$ cat src/rtl/sprite_pkg.sv
// Shared definitions for the sprite subsystem: loader FSM states, pixel packing
// helper and the slot-address width used by both the loader and the sprite read side.
package sprite_pkg;

    typedef enum logic [1:0] {
        ST_IDLE   = 2'd0,
        ST_LOAD   = 2'd1,
        ST_UNPACK = 2'd2,
        ST_DONE   = 2'd3
    } loader_state_t;

    localparam int SPRITE_SLOTS = 4;
    localparam int SLOT_AW      = $clog2(SPRITE_SLOTS);

    // Pixels packed into one byte for a given colour depth.
    function automatic int ppb(input int colr_bits);
        return 8 / colr_bits;
    endfunction

endpackage

$ cat src/rtl/sprite_loader.sv
// Unpacks a valid/ready byte stream into COLR_BITS pixels and writes them into one
// image slot of the shared sprite pixel memory, only while vblank is high.
module sprite_loader
    import sprite_pkg::*;
#(
    parameter int WIDTH     = 8,
    parameter int HEIGHT    = 8,
    parameter int COLR_BITS = 4,
    parameter int ADDRW     = 6,
    parameter int SLOTS     = SPRITE_SLOTS
) (
    input  logic                             clk,
    input  logic                             rst,
    input  logic                             start,
    input  logic [$clog2(SLOTS)-1:0]         slot,
    input  logic                             vblank,
    input  logic [7:0]                       in_data,
    input  logic                             in_valid,
    output logic                             in_ready,
    output logic                             mem_we,
    output logic [$clog2(SLOTS)+ADDRW-1:0]   mem_addr,
    output logic [COLR_BITS-1:0]             mem_data,
    output logic                             busy,
    output logic                             done
);

    localparam int SW   = $clog2(SLOTS);
    localparam int PPB  = ppb(COLR_BITS);
    localparam int NPIX = WIDTH * HEIGHT;
    localparam int SUBW = (PPB > 1) ? $clog2(PPB) : 1;
    localparam logic [ADDRW-1:0] LAST_PIX = ADDRW'(NPIX - 1);
    localparam logic [SUBW-1:0]  LAST_SUB = SUBW'(PPB - 1);

    loader_state_t   state_r, state_s;
    logic [SW-1:0]   slot_r, slot_s;
    logic [ADDRW-1:0] pix_r, pix_s;
    logic [SUBW-1:0] sub_r, sub_s;
    logic [7:0]      byte_r, byte_s;

    // Next-state and output decode; vblank is the only input reaching the outputs.
    always_comb begin
        state_s  = state_r;
        slot_s   = slot_r;
        pix_s    = pix_r;
        sub_s    = sub_r;
        byte_s   = byte_r;
        in_ready = 1'b0;
        mem_we   = 1'b0;
        mem_addr = {slot_r, pix_r};
        mem_data = byte_r[int'(sub_r) * COLR_BITS +: COLR_BITS];
        busy     = (state_r != ST_IDLE);
        done     = 1'b0;
        case (state_r)
            ST_IDLE: begin
                pix_s = {ADDRW{1'b0}};
                sub_s = {SUBW{1'b0}};
                if (start) begin
                    slot_s  = slot;
                    state_s = ST_LOAD;
                end else begin
                    state_s = ST_IDLE;
                end
            end
            ST_LOAD: begin
                in_ready = vblank;
                if (in_valid && vblank) begin
                    byte_s  = in_data;
                    sub_s   = {SUBW{1'b0}};
                    state_s = ST_UNPACK;
                end else begin
                    state_s = ST_LOAD;
                end
            end
            ST_UNPACK: begin
                if (vblank) begin
                    mem_we = 1'b1;
                    pix_s  = pix_r + ADDRW'(1);
                    sub_s  = sub_r + SUBW'(1);
                    // Terminal check on the pixel count, not on address wrap.
                    if (pix_r == LAST_PIX) begin
                        state_s = ST_DONE;
                    end else if (sub_r == LAST_SUB) begin
                        state_s = ST_LOAD;
                    end else begin
                        state_s = ST_UNPACK;
                    end
                end else begin
                    state_s = ST_UNPACK;
                end
            end
            ST_DONE: begin
                done    = 1'b1;
                state_s = ST_IDLE;
            end
            default: begin
                state_s = ST_IDLE;
            end
        endcase
    end

    // State and datapath registers with synchronous reset.
    always_ff @(posedge clk) begin
        if (rst) begin
            state_r <= ST_IDLE;
            slot_r  <= {SW{1'b0}};
            pix_r   <= {ADDRW{1'b0}};
            sub_r   <= {SUBW{1'b0}};
            byte_r  <= 8'h00;
        end else begin
            state_r <= state_s;
            slot_r  <= slot_s;
            pix_r   <= pix_s;
            sub_r   <= sub_s;
            byte_r  <= byte_s;
        end
    end

endmodule
$ cat config.mk
export PLATFORM = sky130hd
export DESIGN_NAME = sprite_loader
export DESIGN_NICKNAME = d
export VERILOG_FILES = /design/src/rtl/sprite_pkg.sv /design/src/rtl/sprite_loader.sv
export SDC_FILE = /design/constraint.sdc
export NUM_CORES = 1
export LEC_CHECK = 0
export ABC_AREA = 1
export BUFFER_PORTS_ARGS = -buffer_cell sky130_fd_sc_hd__buf_2
export CAP_MARGIN = 30
export CORE_MARGIN = 4
export CORE_UTILIZATION = 35
export CTS_BUF_LIST = sky130_fd_sc_hd__clkbuf_2
export DETAILED_ROUTE_END_ITERATION = 10
export GPL_ROUTABILITY_DRIVEN = 0
export GPL_TIMING_DRIVEN = 0
export SLEW_MARGIN = 20
export SYNTH_ARGS = -nofsm -noshare
export SYNTH_HDL_FRONTEND = slang
export SYNTH_SLANG_ARGS = --single-unit
$ cat constraint.sdc
create_clock -name clk -period 1.5 [get_ports clk]
set_clock_uncertainty 0.15 [all_clocks]
set_input_delay 0.075 -clock clk [delete_from_list [all_inputs] [get_ports clk]]
set_output_delay 0.075 -clock clk [all_outputs]
set_load 0.03 [all_outputs]
### Word level (Yosys, flattened, before mapping)

Cells that the tools add are included.
W data, S select, Z words.

| storage, ports and cells | value |
|---|---|
| memories kept | 0 |
| ROM bits | 0 |
| output and inout bits | 16 |
| flip-flop bits (word level) | 19 |
| bits in writable memories | 0 |
| bits of input ports | 15 |
| word-level logic and storage cells | 38 |
| latch bits | 0 |

| operators by class | value |
|---|---|
| eq/ne operators | 6 |
| reduce and logical (&&, ||, !) cells | 9 |
| bitwise gates (word level) | 0 |
| add/subtract/negate cells | 2 |
| $lt $le $gt $ge | 0 |
| div/mod/pow operators | 0 |
| muxes and demuxes | 15 |
| shift-type cells | 1 |
| $mul | 0 |

Operator list:

| operator | count |
|---|---|
| $pmux W6 S2 | 1 |
| $mux W2 | 4 |
| $pmux W2 S4 | 1 |
| $shiftx A8 B4 Y4 | 1 |
| $mux W1 | 7 |
| $add A6 B1 Y6 const B | 1 |
| $eq A6 B6 Y1 const B | 1 |
| $mux W6 | 1 |
| $reduce_and A2 Y1 | 3 |
| $eq A2 B2 Y1 const B | 2 |
| $ne A2 B2 Y1 const B | 2 |
| $reduce_bool A2 Y1 | 2 |
| $pmux W1 S3 | 1 |
| $reduce_and A3 Y1 | 1 |
| $reduce_bool A3 Y1 | 1 |
| $eq A2 B1 Y1 const B | 1 |
| $logic_not A2 Y1 | 1 |
| $add A1 B1 Y1 const B | 1 |
| $logic_and A1 B1 Y1 | 1 |

### Depth between registers and ports, before layout

Gate-level depths: netlist of run 1.

| logic depth | value |
|---|---|
| depth in word-level cells | 4 |
| mapped depth | 7 |
| mapped depth without buffers | 7 |

### Least setup slack after synthesis of run 1

No wires, ideal clock.

| timing | value |
|---|---|
| path kind | register to register |
| start point | reg pix_r[0] |
| end point | reg state_r[0] |
| arrival time | 1.213 ns |
| data required time | 1.292 ns |
| setup time | 0.058 ns |
| clock period less this slack | 1.421 ns |
| slack | 0.079 ns |
| buffers on the path | 0 |
| cell stages (with the launch flop) | 8 |
| cell sequence | dfxtp_1 > ha_1 > nand3_1 > o21bai_1 > nand2_1 > nand2_1 > nand2_1 > nand2_1 |

| on the way | value |
|---|---|
| longest elaborated chain between the ends | 4 |

Ends and longest elaborated chain:

| item | RTL line | RTL |
|---|---|---|
| from (decl) | sprite_loader.sv:36 | `logic [ADDRW-1:0] pix_r, pix_s;` |
| from (signal assigned) | sprite_loader.sv:106 | `pix_r <= {ADDRW{1'b0}};` |
| from (signal assigned) | sprite_loader.sv:112 | `pix_r <= pix_s;` |
| $eq A6 B6 Y1 | sprite_loader.sv:80 | `if (pix_r == LAST_PIX) begin` |
| $mux W2 | sprite_loader.sv:80 |  |
| $mux W2 | sprite_loader.sv:75 | `if (vblank) begin` |
| $pmux W2 S4 | sprite_loader.sv:53 | `case (state_r)` |
| to (signal assigned) | sprite_loader.sv:110 | `state_r <= state_s;` |
| to (decl) | sprite_loader.sv:34 | `loader_state_t state_r, state_s;` |

Every way passes these cells.
A chain may end at the register's enable or synchronous reset.

### Worst setup path after layout of run 1

| timing | value |
|---|---|
| start point | in vblank |
| end point | out in_ready |

| on the way | value |
|---|---|
| longest elaborated chain between the ends | 1 |

Ends and longest elaborated chain:

| item | RTL line | RTL |
|---|---|---|
| from (decl) | sprite_loader.sv:16 | `input logic vblank,` |
| $mux W1 | sprite_loader.sv:53 |  |
| to (decl) | sprite_loader.sv:19 | `output logic in_ready,` |

Every way passes these cells.

==> metrics.md, run 1 <==
| Metric | Value |
|---|---|
| Status | finished, final reports clean |
| Clock Root Buffer | clkbuf_2 |
| Max transition margin | 79.6% |
| Starting Density | 36.4% |
| Worst-case reg-to-reg path depth | 7 |
| Gate Count Post-Synth | 131 |
| Post-route DRC | 0 |
| Cell with the largest stage delay on the worst path | dlygate4sd3_1 |
| Synth area leader | dfxtp_1 |
| Worst-skew pair later-pin latency | 0.31 ns |
| Distinct cells, synth | 18 |
| I/O Pins | 31 |
| Post-route setup TNS | 0 ns |
| Die H | 58.6 um |
| Pleak | 0.610 nW |
| R2r endpoint | state_r[0] |
| Vias/cell | 4.58 |
| Max Cap Viol | 0 |
| Syn_area_per_cell | 6.83 um^2 |
| Port Buf Inserts | 30 |
| Total die area | 3430 um^2 |
| Worst r2r src | pix_r[0] |
| Remaining global-route overflow | 0 |
| Sequential area share after synthesis | 42.5% |
| Final wirelength | 2220 um |
| Fmax | 695 MHz |
| Total number of vias | 957 |
| Share of layout cells above drive strength 1 | 26.3% |
| Beginning of the worst hold path | byte_r[0] |
| Die X | 58.6 um |
| Crit-path max FO | 5 |
| Post-Synthesis Cell Area | 895 um^2 |
| RSZ-0062 raised after global routing | no |
| Clock Tree Buf Depth | 2 |
| CTS tree | yes |
| Crit share post-route | 95.9% |
| Worst hold path type | flip-flop to flip-flop |
| Crit path largest cell delay | 0.53 ns |
| First-pass DRT Iterations | 4 |
| Total power | 0.000986 W |
| WP data required | 1.27 ns |
| Synth-to-Final Area Change | 41.1% |
| Count leader, synth | nand2_1 |
| Routed wire per std cell | 10.6 um |
| Peak VDD IR | 0.645 mV |
| Hold path depth | 2 |
| Top FF cell, synth | dfxtp_1 |
| Post-synth ARST share | 0% |
| Final setup vio count | 0 |
| Pwr dens | 781 nW/um^2 |
| CP top delay family | buffers and inverters |
| Total CTS buffers | 3 |
| Seq cells post-synth | 19 |
| Initial antenna violation count | 0 |
| Rows | 18 |
| Critical Path AT | 1.21 ns |
| First-pass GRT wire length | 3970 um |
| Largest net degree at the start of global routing | 11 |
| Slew Viols, Final | 0 |
| CP Buf/Inv Count | 4 |
| Flop-to-flop setup slack | 0.18 ns |
| Tmin final | 1.44 ns |
| Critical path class | primary input to output pin |
| Initial DRC Count | 31 |
| Number of synthesized flops with an enable pin | 0 |
| Yosys top cell area share | 42.5% |
| Hold Violations, Final | 0 |
| CP Depth | 5 |
| Ant diodes | 0 |
| Detailed placer's ending HPWL | 1580 um |
| H-tree depth | 1 |
| Hold endpoint | byte_r[0] |
| Commonest cells post-synth | 35 x nand2_1, 26 x nor2_1, 19 x dfxtp_1 |
| Number of global-route vias before repair | 934 |
| YS warnings | 0 |
| Top post-synthesis cells by area | dfxtp_1 43%, nand2_1 15%, nor2_1 11%, o21ai_0 6.7%, inv_1 4.6% |
| Antenna Nets Post-Route | 0 |
| Clk sinks | 19 |
| Worst-Margin Slew | 0.306 ns |
| Startpoint Class | primary input |
| Core Region | 2450 um^2 |
| Nets | 196 |
| Crit-path cells | dlygate4sd3_1 > buf_2 > inv_2 > nor3_4 > buf_4 |
| Post-Syn Nets | 147 |
| Clock transition at path regs | 0.16 ns |
| Crit end category | output pin |
| Total track usage | 14.9% |
-- registers in the layout, indices dropped and copies added, names as in the netlist --
name / cells
sub_r: 1
slot_r: 2
state_r: 2
pix_r: 6
byte_r: 8
-- cells by family (layout without fill, tap and decap cells) --
kind of cell | after synthesis | count (layout) | synth area share [%]
AO/OA/AOI/OAI | 23 | 23 | 14.1
adder cells (fa/ha/maj) | 1 | 1 | 1.40
buffers and inverters | 16 | 64 | 7.27
flip-flops | 19 | 19 | 42.5
AND/OR/NAND/NOR | 72 | 72 | 34.7
-- cells in the final DEF, fill, tap and decap left out, drive strengths merged --
cell type,instances
nand4,2
nand3,6
ha,1
a22oi,1
a21oi,7
buf,31
o21ai,13
nor3,1
dfxtp,19
nor2,27
clkinv,1
dlygate4sd3,14
nand2,36
clkbuf,5
inv,13
o21bai,2
-- metrics by stage --
step	std cells	area, um^2	hold WS, ns	util, %	setup WS, ns
final	209	1260	0.348	51.4	0.0622
after global routing	209	1260	0.365	51.4	0.00830
after CTS	209	1250	0.340	51.1	0.0214
after detailed placement	191	1080	0.172	44.1	0.203
after global placement	191	1080	0.164	44.1	0.211
after floorplan	131	895	-0.00593	-	0.0787
-- tightest hold or removal path: stages, from the launching register on --
cell and delay [ns]:
dfxtp_1 0.34, nor2_1 0.09, nor2_1 0.04
-- worst max-delay path by stage --
stage	end	from
2_1_floorplan	state_r[0]	pix_r[0]
6_report	in_ready	vblank
5_1_grt	busy	state_r[1]
4_1_cts	in_ready	state_r[0]
3_3_place_gp	mem_data[0]	sub_r
3_5_place_dp	byte_r[5]	state_r[0]
-- repair_timing --
action                                  in CTS  in global routing
pin swaps                                    1                  1
hold buffers                                14                  0
resized for setup                            4                  6
endpoints found under the hold margin       15                  0
buffers inserted                             1                  0
endpoints found under the setup margin       6                 15
-- where the power goes --
part	switching, W	internal, W
registers	0.0000172	0.000530
clock network	0.000150	0.0000706
logic	0.000130	0.0000872
total	0.000298	0.000688
-- routing by layer --
layer	GRT usage, %	vias to the layer above	wire length [um]	part of all wire [%]
met4	3.64	0	28	1.3
met3	5.26	2	108	4.9
li1	-	512	-	-
met1	17.7	425	978	44
met5	0	-	0	0
met2	25.7	18	1110	50
-- final cells by class --
class	count	area [um^2]
buffer	1	5.00
clock buffer	4	20.0
fill	267	1190
inverter	14	57.6
multi-input combinational	96	449
sequential	19	387
tap	30	37.5
timing repair buffer	45	307
Power figures use the tool's default switching activity.
==> run 2: changes to the inputs <==
--- a/constraint.sdc
+++ b/constraint.sdc
@@ -3,3 +3,3 @@
 set_input_delay 0.075 -clock clk [delete_from_list [all_inputs] [get_ports clk]]
 set_output_delay 0.075 -clock clk [all_outputs]
-set_load 0.03 [all_outputs]
+set_load 0.02 [all_outputs]
==> run 2 against run 1 <==
Effect of this change:
- power decreased by 1.7%
- highest routed layer unchanged
- non-clock buffer count did not move
- combinational power decreased by 7%
- register-to-register slack barely moved
- critical endpoint unchanged
- maximum frequency is 1.5% higher
==> metrics.md, run 2 (same netlist as run 1, synthesis figures left out) <==
| Metric | Value |
|---|---|
| Final wirelength | 2230 um (about the same) |
| I/O Pins | 31 (unchanged) |
| CTS tree | yes |
| Registers with the most flip-flops | byte_r (8), pix_r (6) |
| Slew Viols, Final | 0 (unchanged) |
| Hold Violations, Final | 0 (unchanged) |
| Core Region | 2450 um^2 (unchanged) |
| Clk sinks | 19 (unchanged) |
| Worst-skew pair later-pin latency | 0.31 ns (about the same) |
| Worst-Margin Slew | 0.317 ns (+0.0104 ns) |
| Hold slack | 0.348 ns (+0.0000380 ns) |
| Total track usage | 14.9% (unchanged) |
| Final WS setup | 0.0833 ns (+0.0211 ns) |
| Pwr dens | 770 nW/um^2 (-1.4%) |
| Post-route DRC | 0 (unchanged) |
| First-pass DRT Iterations | 4 (unchanged) |
| Total power | 0.000969 W (-1.7%) |
| Post-route setup TNS | 0 ns (unchanged) |
| Number of global-route vias before repair | 934 (unchanged) |
| Nets | 196 (unchanged) |
| Antenna Nets Post-Route | 0 (unchanged) |
| Routed wire per std cell | 10.7 um (about the same) |
| Ant diodes | 0 (unchanged) |
| Initial DRC Count | 28 (-9.7%) |
| Pleak | 0.608 nW (-0.29%) |
| Rows | 18 (unchanged) |
| Tmin final | 1.42 ns (-0.0211 ns) |
| Die H | 58.6 um (unchanged) |
| Critical Path AT | 1.19 ns (-0.02 ns) |
| Status | finished, final reports clean |
| Crit share post-route | 94.4% (-1.4 points) |
| H-tree depth | 1 (unchanged) |
| Crit end category | output pin |
| Die X | 58.6 um (unchanged) |
| Most common cell after layout, fill and taps aside | nand2_1 |
| Final core utilization | 51.3% (-0.15 points) |
| Largest net degree at the start of global routing | 11 (unchanged) |
| Remaining global-route overflow | 0 (unchanged) |
| Worst hold path type | flip-flop to flip-flop |
| Initial antenna violation count | 0 (unchanged) |
| Vias/cell | 4.60 (+0.52%) |
| Synth-to-Final Area Change | 40.7% |
| Final setup vio count | 0 (unchanged) |
| Max transition margin | 78.9% (-0.70 points) |
| Peak VDD IR | 0.642 mV (-0.48%) |
| Total CTS buffers | 3 (unchanged) |
| First-pass GRT wire length | 3970 um (unchanged) |
| Startpoint Class | primary input |
| Filler Cells Inserted | 268 (+0.37%) |
| Share of layout cells above drive strength 1 | 25.7% (-0.56 points) |
| WP data required | 1.27 ns (about the same) |
| Clock Tree Buf Depth | 2 (unchanged) |
| Critical path class | primary input to output pin |
| Crit-path max FO | 5 (unchanged) |
| RSZ-0062 raised after global routing | no |
| Pre-CTS setup slack | 0.203 ns (unchanged) |
| Clock Root Buffer | clkbuf_2 |
| Most frequent cells in the layout | 35 x nand2_1, 28 x buf_2, 26 x nor2_1 |
| Max Cap Viol | 0 (unchanged) |
| Detailed placer's ending HPWL | 1580 um (unchanged) |
| Fmax | 706 MHz (+1.5%) |
| Largest reg by FF count | byte_r |
| Total die area | 3430 um^2 (unchanged) |
| Largest register FFs | 8 (unchanged) |
| Total number of vias | 962 (+0.52%) |
| Clock transition at path regs | 0.17 ns (about the same) |
| Starting Density | 36.4% (unchanged) |
| Port Buf Inserts | 30 (unchanged) |
[run 2: cell counts in the layout (fill, tap and decap cells not counted)]
No cell type changed its count.
[run 2: path summary, 6_finish.rpt]
path / start / end / slack, ns / depth (start not counted)
hold / removal: byte_r[0] / byte_r[0] / 0.35 / 2
hold reg to reg: byte_r[0] / byte_r[0] / 0.35 / 2
setup / recovery: vblank / in_ready / 0.08 / 5
setup reg to reg: pix_r[0] / state_r[0] / 0.19 / 7
[run 2: power by group]
| part | switching, W | internal [W] |
|---|---|---|
| registers | 0.0000173 | 0.000528 |
| clock network | 0.000151 | 0.0000706 |
| logic | 0.000115 | 0.0000869 |
| total | 0.000283 | 0.000686 |
[run 2: metrics by stage]
step / std cells / area [um^2]
after detailed placement: 191 / 1080
after global placement: 191 / 1080
after CTS: 209 / 1250
final: 209 / 1260
after floorplan: 131 / 895
after global routing: 209 / 1260
[run 2: repair_timing]
action,in CTS,in global routing
endpoints found under the hold margin,15,0
pin swaps,1,0
setup buffers,1,0
gates cloned,0,0
hold buffers,14,0
resized for setup,2,6
endpoints found under the setup margin,5,13
[run 2: final cells by class]
class / instances / area, um^2 / area share (%)
inverters: 14 / 57.6 / 4.57
clock buffers: 4 / 20.0 / 1.59
flip-flops and latches: 19 / 387 / 30.7
multi-input cells: 96 / 449 / 35.7
plain buffers: 1 / 5.00 / 0.398
well taps: 30 / 37.5 / 2.98
repair buffers: 45 / 303 / 24.1
[run 2: worst max-delay path, cell delays in order]
cell and delay (ns):
dlygate4sd3_1 0.53, buf_2 0.15, inv_2 0.08, nor3_4 0.17, buf_4 0.18
[run 2: routing by layer]
layer  part of all wire, %  global-route usage [%]  vias up
li1                      -                       -      513
met1                    44                    17.7      429
met2                    50                    25.7       18
met3                   4.9                    5.26        2
met4                   1.3                    3.64        0
met5                     0                       0        -
